--- config.mk ---
export PLATFORM = sky130hd
export DESIGN_NAME = muldiv_unit
export DESIGN_NICKNAME = d
export VERILOG_FILES = /design/src/rtl/muldiv_unit.sv
export SDC_FILE = /design/constraint.sdc
export NUM_CORES = 1
export LEC_CHECK = 0
export CAP_MARGIN = 20
export CORE_ASPECT_RATIO = 0.9
export CORE_UTILIZATION = 50
export DETAILED_ROUTE_END_ITERATION = 8
export PLACE_DENSITY = 0.86
export SYNTH_ARGS = -nofsm -noshare
export SYNTH_HDL_FRONTEND = slang
export SYNTH_SLANG_ARGS = --single-unit
export TNS_END_PERCENT = 5
--- constraint.sdc ---
create_clock -name clk -period 4.2 [get_ports clk]
set_input_delay 1.26 -clock clk [delete_from_list [all_inputs] [get_ports clk]]
set_output_delay 1.26 -clock clk [all_outputs]
set_load 0.01 [all_outputs]
--- src/rtl/muldiv_unit.sv ---
// Multi-cycle shift-add multiplier / restoring divider feeding the RF write port.
// Define MULDIV_DIV_EN to build the divider datapath; otherwise div ops write 0.
module muldiv_unit #(
    parameter int WIDTH = 32,
    parameter int AW    = 3,
    parameter int CNTW  = 6
) (
    input  logic             clk,
    input  logic             n_rst,
    input  logic             start,
    input  logic [1:0]       op,
    input  logic [WIDTH-1:0] src_a,
    input  logic [WIDTH-1:0] src_b,
    input  logic [AW-1:0]    dst,
    output logic             busy,
    output logic             wb_we,
    output logic [AW-1:0]    wb_wa,
    output logic [WIDTH-1:0] wb_wd,
    output logic             div_by_zero
);

    localparam logic [1:0] S_IDLE = 2'b00;
    localparam logic [1:0] S_RUN  = 2'b01;
    localparam logic [1:0] S_WB   = 2'b10;

    localparam logic [CNTW-1:0] LAST = CNTW'(WIDTH - 1);

    logic [1:0]         state;
    logic [CNTW-1:0]    cnt;
    logic [1:0]         op_q;
    logic [AW-1:0]      dst_q;
    logic [WIDTH-1:0]   opnd;
    logic [2*WIDTH-1:0] acc;
    logic [WIDTH:0]     add_sum;
    logic [2*WIDTH-1:0] mul_next;
    logic [2*WIDTH-1:0] step_next;
    logic [WIDTH-1:0]   result;

`ifdef MULDIV_DIV_EN
    logic               dz_q;
    logic [WIDTH:0]     trial;
    logic [2*WIDTH-1:0] div_next;
`endif

    assign busy  = (state != S_IDLE);
    assign wb_we = (state == S_WB);

`ifdef MULDIV_DIV_EN
    assign div_by_zero = (state == S_WB) & dz_q;
`else
    assign div_by_zero = 1'b0;
`endif

    // One iteration of the active algorithm; acc holds {hi, lo} or {rem, quot}.
    always_comb begin
        add_sum  = {1'b0, acc[2*WIDTH-1:WIDTH]}
                 + (acc[0] ? {1'b0, opnd} : '0);
        mul_next = {add_sum, acc[WIDTH-1:1]};
`ifdef MULDIV_DIV_EN
        // A zero divisor always "fits", so quot ends all-ones and rem ends
        // equal to the dividend without any special casing.
        trial = {acc[2*WIDTH-1:WIDTH], acc[WIDTH-1]} - {1'b0, opnd};
        if (!trial[WIDTH])
            div_next = {trial[WIDTH-1:0], acc[WIDTH-2:0], 1'b1};
        else
            div_next = {acc[2*WIDTH-2:0], 1'b0};
        step_next = op_q[1] ? div_next : mul_next;
`else
        step_next = mul_next;
`endif
    end

    // Select the word to write back from the final iteration's value.
    always_comb begin
        result = '0;
        unique case (op_q)
            2'b00: result = step_next[WIDTH-1:0];
            2'b01: result = step_next[2*WIDTH-1:WIDTH];
`ifdef MULDIV_DIV_EN
            2'b10: result = step_next[WIDTH-1:0];
            2'b11: result = step_next[2*WIDTH-1:WIDTH];
`else
            2'b10: result = '0;
            2'b11: result = '0;
`endif
            default: result = '0;
        endcase
    end

    // Sequencer: latch in IDLE, iterate WIDTH times in RUN, pulse write in WB.
    always_ff @(posedge clk or negedge n_rst) begin
        if (!n_rst) begin
            state <= S_IDLE;
            cnt   <= '0;
            op_q  <= '0;
            dst_q <= '0;
            opnd  <= '0;
            acc   <= '0;
            wb_wa <= '0;
            wb_wd <= '0;
`ifdef MULDIV_DIV_EN
            dz_q  <= 1'b0;
`endif
        end else begin
            unique case (state)
                S_IDLE: begin
                    if (start) begin
                        op_q  <= op;
                        dst_q <= dst;
                        cnt   <= '0;
                        state <= S_RUN;
`ifdef MULDIV_DIV_EN
                        dz_q  <= op[1] & (src_b == '0);
                        if (op[1]) begin
                            opnd <= src_b;
                            acc  <= {{WIDTH{1'b0}}, src_a};
                        end else begin
                            opnd <= src_a;
                            acc  <= {{WIDTH{1'b0}}, src_b};
                        end
`else
                        opnd  <= src_a;
                        acc   <= {{WIDTH{1'b0}}, src_b};
`endif
                    end
                end
                S_RUN: begin
                    acc <= step_next;
                    if (cnt == LAST) begin
                        wb_wd <= result;
                        wb_wa <= dst_q;
                        state <= S_WB;
                    end else begin
                        cnt <= cnt + CNTW'(1);
                    end
                end
                S_WB: begin
                    state <= S_IDLE;
                end
                default: begin
                    state <= S_IDLE;
                end
            endcase
        end
    end

endmodule

==> results.py <==
metrics = {
    "synth": {
        "synth_seq_cells": 144,
        "syn_area_um2": 8050,
        "async_flop_share_pct": 100.0,
        "synth.top_cell.area_share_pct": 44.76,
        "syn-instance-count": 967,
        "synth-xor-area-share_pct": 3.264,
        "synth_compound_area_share_pct": 17.90,
        "synth_fa_ha_area_share_pct": 5.378,
        "ys_warn_count": 0,
        "yosys.area_share.simple_pct": 24.18,
        "synth_mux_area_share_pct": 0.3730,
        "netlist_top_cells_area": "dfrtp_1, nand2_1, ha_1",
        "synth.net_count": 1073,
        "synth_top_family_by_area": "simple AND/OR/NAND/NOR gates",
        "yosys_most_used_dff": "dfrtp_1",
        "synth_area_per_cell_um2": 8.325,
        "synth_cell_type_count": 57,
        "synth-edff-count": 0,
        "post-synth-top-area-cell": "dfrtp_1",
        "seq_area_frac_synth_pct": 44.76,
    },
    "critical_path": {
        "crit_slowest_cell": "or4_4",
        "end_kind": "flip-flop",
        "crit_path_start_kind": "flip-flop",
        "worst-path-stages": 11,
        "arrival_ns": 3.65,
        "slowest_delay_ns": 0.55,
        "r2r_cells": 11,
        "path_cells": "buf_4, and2_1, ha_1, nand3_2, or4_4, a211oi_2, o31a_2, o2111ai_2, and3_4, or3_1, a21oi_2",
        "worst-path-buf-inv": 1,
        "r2r-end": "wb_wd[23]",
        "crit_type": "reg -> reg",
        "timing.rr.start": "acc[0]",
        "path_delay_family": "simple AND/OR/NAND/NOR gates",
        "endpoint": "wb_wd[23]",
        "cp_data_required_time_ns": 4.56,
        "critPathMaxFanout": 19,
        "crit_start": "acc[0]",
        "r2r_setup_slack_ns": 0.91,
    },
    "timing": {
        "rsz0062_at_grt": "false",
        "fmax_mhz": 303.9,
        "worst_pin_slew_ns": 0.8683,
        "finalCritPeriodShare_pct": 78.36,
        "setup_tns_ns": 0,
        "fin_crit_ns": 3.291,
        "setup_viol": 0,
        "fin_skew_ns": 0.008711,
        "final_max_slew_viol_count": 0,
        "maxSlewHeadroom_pct": 42.11,
        "hold_violations": 0,
    },
    "clock_network": {
        "cts_root_buf": "clkbuf_16",
        "clock_sinks": 144,
        "cts_repair_resize_count": 0,
        "clk_pin_slew_ns": 0.06,
        "hold_buffers": 0,
        "clk_latency_ns": 0.43,
        "clk_path_buf_depth": 2,
        "htree_num_levels": 4,
        "post_cts_buffers": 0,
        "cts_buffers": 17,
        "cts_tree": "yes",
    },
    "power": {
        "powerDensity_nw_per_um2": 849.1,
        "vdd_ir_drop_max_v": 0.0004962,
        "leakagePower_uw": 0.004497,
    },
    "cells_and_area": {
        "finish.instance_area_um2": 9789,
        "fill_cells": 1287,
        "final_cell_mix": "nand2_1, dfrtp_1, clkdlybuf4s50_1",
        "regArea_um2": 3603,
        "final_nets": 1149,
        "area_growth_pct": 21.60,
        "layout_commonest_cell": "nand2_1",
        "multi_input_area_um2": 4134,
        "diodes": 0,
        "layout-drive-gt1-share_pct": 5.498,
    },
    "worst_hold_path": {
        "hold_start": "opnd[22]",
        "hold_path_class": "reg -> reg",
    },
    "grt": {
        "grt_pass1_wl_um": 34440,
        "grt_max_degree": 104,
        "antenna_found_initial": 0,
        "grt_pass1_vias": 6920,
        "grtUsageTotal_pct": 26.91,
        "overflow": 0,
    },
    "placed_design": {
        "globalplace.congestion": 0.9555,
        "numPortBuffers": 108,
        "placed_cell_area_um2": 9194,
        "hpwl_um": 14580,
    },
    "die": {
        "io_pins": 110,
        "die_y_um": 122.4,
        "dieArea_um2": 16610,
        "die_x_um": 135.8,
        "rows": 43,
        "initial_core_util_pct": 51.77,
        "coreArea_um2": 15550,
    },
    "status": {
        "outcome": "finished clean",
    },
    "route": {
        "detailedRoute.firstPassIterationCount": 6,
        "vias_per_cell": 5.741,
        "drt-wirelength-per-cell_um": 16.52,
        "drt_iter0_markers": 562,
        "wl_um": 20760,
        "drc": 0,
        "vias": 7217,
        "ant_nets": 0,
    },
    "run": {
        "maxCapViolations": 0,
    },
}
==> worst min-delay path, stage by stage, from the launching register on <==
cell	delay, ns
dfrtp_1	0.33
nand2_1	0.05
nand2_1	0.05
==> sequential cells by signal, indices dropped and copies added, names as in the netlist <==
name	cells
dst_q	3
wb_wa	3
acc	64
op_q	2
state	2
opnd	32
cnt	6
wb_wd	32
==> cell usage after synthesis, types with 2 or more instances <==
cell / number
xor2_1: 16
nor2b_1: 6
buf_4: 3
buf_6: 3
xnor2_1: 14
nor2_1: 66
a21o_1: 12
nand3_1: 43
a211oi_1: 7
nand2b_1: 6
and2_1: 35
clkbuf_1: 45
clkbuf_8: 2
a311o_1: 2
a31oi_1: 38
o22ai_1: 3
nor3_1: 6
o21bai_1: 4
inv_1: 11
buf_1: 6
o211ai_1: 7
and3_1: 5
ha_1: 33
dfrtp_1: 144
o21ai_0: 71
o31ai_1: 7
mux2i_1: 3
or3_1: 6
nand4_1: 7
a21oi_1: 52
nand2_1: 260
o21a_1: 19
==> logic make-up (layout without fill, tap and decap cells) <==
group | after synthesis | after routing
adders and majority gates | 34 | 34
muxes | 3 | 3
buffers and inverters | 72 | 160
AOI/OAI and AO/OA | 235 | 235
xor gates and xnor gates | 30 | 30
and+or+nand+nor | 448 | 448
DFF | 144 | 144
other | 1 | 1
==> per-layer routing <==
metal / vias to the layer above / track usage [%] / part of all wire (%)
li1: 3452 / - / -
met1: 3445 / 35.07 / 43
met2: 276 / 43.37 / 48
met3: 44 / 6.196 / 6.8
met4: 0 / 10.74 / 2.6
met5: - / 0 / 0
==> worst min-delay path by stage <==
stage	depth (start not counted)	endpoint	slack [ns]
after global placement	2	wb_wa[1]	0.45
after CTS	2	opnd[22]	0.47
after global routing	1	wb_wd[20]	0.49
after floorplan	2	wb_wa[0]	0.44
final	2	opnd[22]	0.47
after detailed placement	2	opnd[22]	0.46
==> stage by stage <==
stage	setup WS [ns]	hold slack, ns	total power (µW)	util [%]	instances
after floorplan	1.249	0.4372	5598	-	967
after global placement	0.9992	0.4474	6641	59.13	1225
after detailed placement	0.9173	0.4553	6758	59.13	1225
after CTS	0.9057	0.4701	8282	62.78	1256
after global routing	0.6189	0.4876	8969	62.96	1257
final	0.9090	0.4664	8312	62.96	1257
==> layout make-up <==
type | instances | area share, %
multi-input cells | 751 | 42.23
flip-flops and latches | 144 | 36.81
repair buffers | 118 | 12.15
clock buffers | 23 | 4.985
well taps | 202 | 2.582
clock inverters | 8 | 0.8180
inverters | 11 | 0.4218
==> report_power, final <==
| group | internal (µW) | switching, µW | leakage (µW) |
|---|---|---|---|
| logic | 1730 | 2730 | 0.00244 |
| registers | 1970 | 420 | 0.00177 |
| clock network | 875 | 586 | 0.000283 |
| total | 4580 | 3740 | 0.00450 |
(Power assumes the default switching activity.)
